## src/rtl/gold_seq_gen.sv

```systemverilog
// ---------------------------------------------------------------------------
// gold_seq_gen
//
// Two-register Gold / PN chip generator for the spreading path. Registers A
// and B are Fibonacci LFSRs with runtime tap masks. The Gold chip is the XOR
// of their MSBs. The block sits between the code-control register block and
// the spreader and produces one chip per enabled cycle while in RUN.
//
// Ports
//   Clock       in   rising-edge clock
//   Reset_n     in   asynchronous active-low reset
//   Enable      in   advance one chip this cycle (RUN only)
//   Start       in   pulse: load seeds and enter RUN (restart when in RUN)
//   Stop        in   pulse: return to IDLE (wins over Start)
//   Taps_A/B    in   feedback masks, LEN bits each
//   Seed_A/B    in   parallel initial fills, LEN bits each
//   Fill_En_A/B in   replace the register's feedback bit with Fill_Bit
//   Fill_Bit    in   serial fill data
//   Chip_Out    out  MSB(A) ^ MSB(B) while Chip_Valid, else 0
//   Chip_Valid  out  high while in RUN
//   Epoch       out  marks the last chip of the period (combinational)
//   Chip_Cnt    out  index of the current chip within the epoch
//   Seed_Err    out  one-cycle pulse: a Start was rejected (zero seed)
//   Lock_Err    out  sticky: a register reached all-zero while running
//   Dbg_State   out  current run-state (0 = IDLE, 1 = RUN)
//
// Handshake: Chip_Valid/Chip_Out form a valid-only stream; there is no
// ready. The consumer takes the current chip on every edge where
// Chip_Valid & Enable are high, because that edge advances to the next chip.
// While Enable is low the chip is held and must not be counted again.
// ---------------------------------------------------------------------------
module gold_seq_gen #(
    parameter int LEN    = 10,
    parameter int PERIOD = 1023,
    parameter int CNT_W  = 10
) (
    input  logic             Clock,
    input  logic             Reset_n,
    input  logic             Enable,
    input  logic             Start,
    input  logic             Stop,
    input  logic [LEN-1:0]   Taps_A,
    input  logic [LEN-1:0]   Taps_B,
    input  logic [LEN-1:0]   Seed_A,
    input  logic [LEN-1:0]   Seed_B,
    input  logic             Fill_En_A,
    input  logic             Fill_En_B,
    input  logic             Fill_Bit,
    output logic             Chip_Out,
    output logic             Chip_Valid,
    output logic             Epoch,
    output logic [CNT_W-1:0] Chip_Cnt,
    output logic             Seed_Err,
    output logic             Lock_Err,
    output logic             Dbg_State
);

    typedef enum logic {
        ST_IDLE = 1'b0,
        ST_RUN  = 1'b1
    } state_t;

    localparam logic [CNT_W-1:0] CNT_LAST = CNT_W'(PERIOD - 1);
    localparam logic [CNT_W-1:0] CNT_ONE  = CNT_W'(1);
    localparam logic [LEN-1:0]   REG_ZERO = '0;

    state_t           state_q,    state_d;
    logic [LEN-1:0]   reg_a_q,    reg_a_d;
    logic [LEN-1:0]   reg_b_q,    reg_b_d;
    logic [CNT_W-1:0] cnt_q,      cnt_d;
    logic             seed_err_q, seed_err_d;
    logic             lock_err_q, lock_err_d;

    // Per-register feedback and shifted value, used only when advancing.
    logic             fb_a;
    logic             fb_b;
    logic [LEN-1:0]   shift_a;
    logic [LEN-1:0]   shift_b;
    logic             seeds_ok;
    logic             running;

    always_comb begin
        fb_a     = Fill_En_A ? Fill_Bit : ^(reg_a_q & Taps_A);
        fb_b     = Fill_En_B ? Fill_Bit : ^(reg_b_q & Taps_B);
        shift_a  = {reg_a_q[LEN-2:0], fb_a};
        shift_b  = {reg_b_q[LEN-2:0], fb_b};
        seeds_ok = (Seed_A != REG_ZERO) && (Seed_B != REG_ZERO);
        running  = (state_q == ST_RUN);
    end

    // Next-state / register update. Priority: Stop, then Start, then advance.
    // A rejected Start (zero seed) leaves every register untouched, including
    // in RUN, where it also suppresses that cycle's advance.
    always_comb begin
        state_d    = state_q;
        reg_a_d    = reg_a_q;
        reg_b_d    = reg_b_q;
        cnt_d      = cnt_q;
        seed_err_d = 1'b0;
        lock_err_d = lock_err_q;

        if (Stop) begin
            state_d = ST_IDLE;
        end else if (Start) begin
            if (seeds_ok) begin
                state_d    = ST_RUN;
                reg_a_d    = Seed_A;
                reg_b_d    = Seed_B;
                cnt_d      = '0;
                lock_err_d = 1'b0;
            end else begin
                seed_err_d = 1'b1;
            end
        end else if (running && Enable) begin
            reg_a_d = shift_a;
            reg_b_d = shift_b;
            cnt_d   = (cnt_q == CNT_LAST) ? '0 : cnt_q + CNT_ONE;
            // An all-zero register can never leave zero through its own
            // feedback, so stop the run as soon as an update produces one.
            if ((shift_a == REG_ZERO) || (shift_b == REG_ZERO)) begin
                lock_err_d = 1'b1;
                state_d    = ST_IDLE;
            end
        end
    end

    always_ff @(posedge Clock or negedge Reset_n) begin
        if (!Reset_n) begin
            state_q    <= ST_IDLE;
            reg_a_q    <= '0;
            reg_b_q    <= '0;
            cnt_q      <= '0;
            seed_err_q <= 1'b0;
            lock_err_q <= 1'b0;
        end else begin
            state_q    <= state_d;
            reg_a_q    <= reg_a_d;
            reg_b_q    <= reg_b_d;
            cnt_q      <= cnt_d;
            seed_err_q <= seed_err_d;
            lock_err_q <= lock_err_d;
        end
    end

    // Outputs are derived from registers only (plus Enable for Epoch), so a
    // reset drives them all low without waiting for a clock edge.
    always_comb begin
        Chip_Valid = running;
        Chip_Out   = running & (reg_a_q[LEN-1] ^ reg_b_q[LEN-1]);
        Epoch      = running & Enable & (cnt_q == CNT_LAST);
        Chip_Cnt   = cnt_q;
        Seed_Err   = seed_err_q;
        Lock_Err   = lock_err_q;
        Dbg_State  = state_q;
    end

endmodule
```

## config.mk

```make
export PLATFORM = sky130hd
export DESIGN_NAME = gold_seq_gen
export DESIGN_NICKNAME = d
export VERILOG_FILES = /design/src/rtl/gold_seq_gen.sv
export SDC_FILE = /design/constraint.sdc
export NUM_CORES = 1
export LEC_CHECK = 0
export CAP_MARGIN = 20
export CORE_MARGIN = 1
export CORE_UTILIZATION = 35
export DETAILED_ROUTE_END_ITERATION = 6
export PLACE_DENSITY_LB_ADDON = 0.3
export SYNTH_ARGS = -nofsm -noshare
export SYNTH_HDL_FRONTEND = slang
export SYNTH_SLANG_ARGS = --single-unit
```

## constraint.sdc

```tcl
create_clock -name Clock -period 2.1 [get_ports Clock]
set_input_delay 0.315 -clock Clock [delete_from_list [all_inputs] [get_ports Clock]]
set_output_delay 0.315 -clock Clock [all_outputs]
set_load 0.02 [all_outputs]
```

* Word level (Yosys, flattened, before mapping)
Cells that the tools add are included.
** Operators by class
- Magnitude comparators :: 0
- Bitwise logic cells :: 7
- Reductions and logical operators :: 16
- Multiply operators :: 0
- Muxes and demuxes :: 24
- Equality and inequality tests :: 3
- Add/subtract/negate cells :: 1
- Divide/modulo/power cells :: 0
- Shift operators :: 0
** Operator list (number)
- 10-bit 2-to-1 mux :: 10
- 10-bit bitwise AND :: 2
- 10-bit logical NOT :: 2
- 10-bit nonzero test :: 2
- 10-bit XOR reduction :: 2
- 1-bit 2-to-1 mux :: 14
- 10-bit by 1-bit adder with 10-bit output (second input constant) :: 1
- 10-bit == test (second input constant) :: 1
- 3-bit AND reduction :: 2
- 3-bit nonzero test :: 2
- 4-bit AND reduction :: 1
- 2-bit nonzero test :: 2
- 1-bit bitwise AND :: 3
- 3-bit by 1-bit inequality test with 1-bit output (second input constant) :: 1
- 1-bit logical AND :: 2
- 2-bit by 1-bit inequality test with 1-bit output (second input constant) :: 1
- 1-bit logical OR :: 1
- 1-bit inverter :: 1
- 1-bit bitwise XOR :: 1
** Storage, ports and cells
- RAM bits :: 0
- Flip-flop bits (word level) :: 33
- Bits in read-only memories :: 0
- Memories :: 0
- Word-level logic and storage cells :: 57
- Bits in latches :: 0
- Output and inout port bits :: 16
- Input bits :: 48

* Logic depth before layout (Yosys ltp)
- Word-level depth :: 9
- Mapped depth :: 9

* Worst setup path before layout
Ideal clock, no wire load.
- Kind :: register to output
- Start point :: register cnt_q[0], in the netlist Chip_Cnt[0]
- End point :: output port Epoch
- Stages on the path, launching flop included :: 5
- Data arrival time :: 1.463 ns
- Slack :: 0.322 ns
- Cell sequence :: dfrtp_1 -> inv_1 -> ha_1 -> nand4_1 -> nor4_1
** On the way
- Word-level cells in the longest chain between the ends :: 2
** Ends and longest elaborated chain
- start, declared :: RTL line 70 : logic [CNT_W-1:0] cnt_q, cnt_d;
- start signal, assigned :: RTL line 139 : cnt_q <= cnt_d;
- 10-bit == test :: RTL line 150 : Epoch = running & Enable & (cnt_q == CNT_LAST);
- 1-bit bitwise AND :: RTL line 150
- end, declared :: RTL line 51 : output logic Epoch,
Every way passes these cells.

* Final worst setup path
- Start point :: input port Enable
- End point :: output port Epoch
** On the way
- Word-level cells in the longest chain between the ends :: 2
** Ends and longest elaborated chain
- start, declared :: RTL line 39 : input logic Enable,
- 1-bit bitwise AND (2 in a row) :: RTL line 150
Every way passes these cells.

==> key figures <==
Timing
  – Hold Fails Final Rpt: 0
  – TNS Setup: 0 ps
  – Finish-stage setup viols: 0
  – Final Worst Setup Slack: ~150 ps
  – Clk_skew: 4.25 ps
  – Max Slew Vio Count: 0
  – Max Clk Rate: ~510 MHz
  – Final min period: between 1500 and 2000 ps
  – Rel. slew slack: between 70% and 80%
  – Worst slew pin tran: roughly 430 ps
  – Period utilisation layout: slightly above 90%
  – Unrepaired setup endpoints after global routing: false

Floorplanning
  – Chip Height: between 70 and 80 µm
  – Num rows: 27
  – Die Wd: around 79 µm
  – CORE AREA: around 5600 µm²
  – Initial Util: around 37%
  – Die ar.: 6170 µm²
  – Num ports: 64

Worst setup path
  – Setup CP Type: in2out
  – Crit end category: primary output
  – Reg2reg start: Chip_Valid
  – Worst endpoint required time: 1780 ps
  – R2R Setup Slk: around 320 ps
  – CP Launch Point: Enable
  – Critical R2R Capture: Chip_Cnt[3]
  – Reg2Reg Depth: 5
  – Worst-path fanout max: 2
  – Startpoint types: input pin
  – Arrival time at the worst endpoint: around 1600 ps

Synthesis
  – Post-synth ARST share: between 90% and 100%
  – Post-synth cell types: 39
  – Register area share after synthesis: 40.3%
  – Avg Cell Area, Syn: roughly 9 µm²
  – Post-synth EDFFs: 0
  – Seq cells post-synth: 33
  – Synth warn: 0
  – Post-Synthesis Cells: approximately 230
  – Syn nets: ~280
  – Synth Flop Type: dfrtp_1
  – Mapped Area: 2050 µm²

Clocking
  – Root Driver: clkbuf_8
  – Hold-fix buffers, CTS: 0
  – Num CTS Buffers: 5
  – CTS tree: built
  – Worst-Skew Late Latency: about 280 ps
  – Clock Path Buffers: 2
  – Setup repair bufs after CTS: 0
  – H-tree Lvls: 2
  – Clk sinks: 33
  – Clock transition at path regs: 70 ps

Power and ir drop
  – Pint: ~1300 µW
  – Max rail drop VDD: between 0.3 and 0.4 mV
  – Design Power: 1860 µW
  – Sw power: about 550 µW
  – Clock share of power: about a quarter
  – Sequential power share: roughly 43%
  – Switching share of power: between 20 and 30%
  – LEAKAGE: around 0.0013 µW
  – PwrDens: around 610 nW/µm²
  – Comb pwr share: a little over 30%

Place
  – Pre-CTS WS: -135 ps
  – Port Buffers: 63
  – DP HPWL: 3800 µm
  – RePlAce Congestion: 0.809

Route
  – Total Routed Length: just under 5000 µm
  – Iter 0 DRT Violations: just over 60
  – DRC: 0
  – Post-DRT Antenna Nets: 0
  – WL per Instance: approximately 13 µm
  – Via count: between 1500 and 2000
  – Pre-Repair DR Iteration Count: 4
  – Via/cell ratio: about 4.9

GRT
  – Largest net degree at the start of global routing: 34
  – GR Util All Layers: between 15 and 20%
  – Grt ovf: 0
  – Initial antenna violation count: 0
  – Global-route wire length before repair: ~8000 µm
  – Vias in the first global route: between 1500 and 2000

Job
  – Max-capacitance violation count: 0

Run status
  – Status: finished, final reports clean

Final layout
  – Syn-to-layout area delta: 47.1%
  – Final nets: between 300 and 400
  – N_diodes: 0
  – Share of layout cells above drive strength 1: a little under an eighth

Worst hold path
  – Worst min path class: in2async
==> how the worst max path moves through the flow <==
stage                             end  slack, ps
after floorplan                 Epoch        320
after global placement          Epoch       -120
after detailed placement        Epoch       -130
after CTS                       Epoch        140
after global routing      Chip_Cnt[3]         50
final                           Epoch        150
==> cells by family (layout without fill, tap and decap cells) <==
family          Yosys count  after routing  share of synthesized area [%]
flops                    33             33                           40.3
xor+xnor                 19             19                           9.82
simple gates             99             99                           22.3
buf+inv                  14             96                           3.42
compound gates           43             43                           13.7
fa+ha+maj                 2              2                           1.22
mux                      19             19                           9.27
==> placed cells by master (no fill, tap or decap), types with 4 or more instances in the layout <==
cell type / n
nor3_1: 4
o31ai_1: 4
dfrtp_1: 33
clkbuf_8: 6
nand2_1: 48
buf_4: 18
nand3_1: 7
xor2_1: 5
nor2_1: 13
clkdlybuf4s50_1: 62
mux2i_1: 19
inv_1: 4
nor2b_1: 4
buf_12: 4
o21ai_0: 25
xnor2_1: 11
nor4_1: 8
==> through the flow <==
step,hold slack (ps),instances,instance area (µm²),util [%]
2_1_floorplan,19.4,229,2050,-
3_3_place_gp,508,376,2930,52.6
3_5_place_dp,518,376,2930,52.6
4_1_cts,450,383,3020,54.1
5_1_grt,476,383,3020,54.1
6_report,438,383,3020,54.1
==> final cells by class <==
class,instances,area (µm²)
Clock buffer,7,86.3
Multi-Input combinational cell,182,1150
Sequential cell,33,826
Fill cell,540,2560
Inverter,4,15.0
Tap cell,72,90.1
Timing Repair Buffer,85,845
==> repair_timing <==
| action | in CTS | in global routing |
|---|---|---|
| hold endpoints to repair | 0 | 0 |
| gates resized for setup | 1 | 0 |
| endpoints found under the setup margin | 1 | 0 |
==> routing by layer <==
metal	vias up	share of wire, %	wire, µm	track usage, %
li1	962	-	-	-
met1	876	46	2300	22.1
met2	35	47	2350	27.1
met3	6	5.5	271	5.23
met4	0	0.89	44	4.44
met5	-	0	0	0
==> worst max-delay path, cell delays in order <==
cell	delay, ps
clkdlybuf4s50_1	500
nand2_1	110
nor4_1	340
dlygate4sd2_1	380
==> sequential cells by signal, summed over array words and instances (netlist names) <==
signal	count
reg_a_q	10
Chip_Valid	1
reg_b_q	10
Seed_Err	1
Lock_Err	1
Chip_Cnt	10
==> power by group through the flow <==
stage | registers [µW] | clock network (µW) | logic [µW]
finish | 802 | 482 | 571
global route | 814 | 529 | 631
CTS | 802 | 496 | 579
detailed placement | 814 | 0 | 576
global placement | 808 | 0 | 570
floorplan | 797 | 0 | 348
==> synth_stat cells, drive strengths merged (5+ instances only) <==
cell type | count | area share (%)
nor2 | 13 | 2.4
nand2 | 49 | 9.1
nor3 | 5 | 1.5
o21ai | 28 | 6.8
mux2i | 19 | 9.3
xor2 | 5 | 2.1
dfrtp | 33 | 40
xnor2 | 12 | 5.5
buf | 7 | 2.1
nor4 | 8 | 2.4
nand3 | 7 | 1.7
Note: power is estimated with default switching activity, not from simulation.
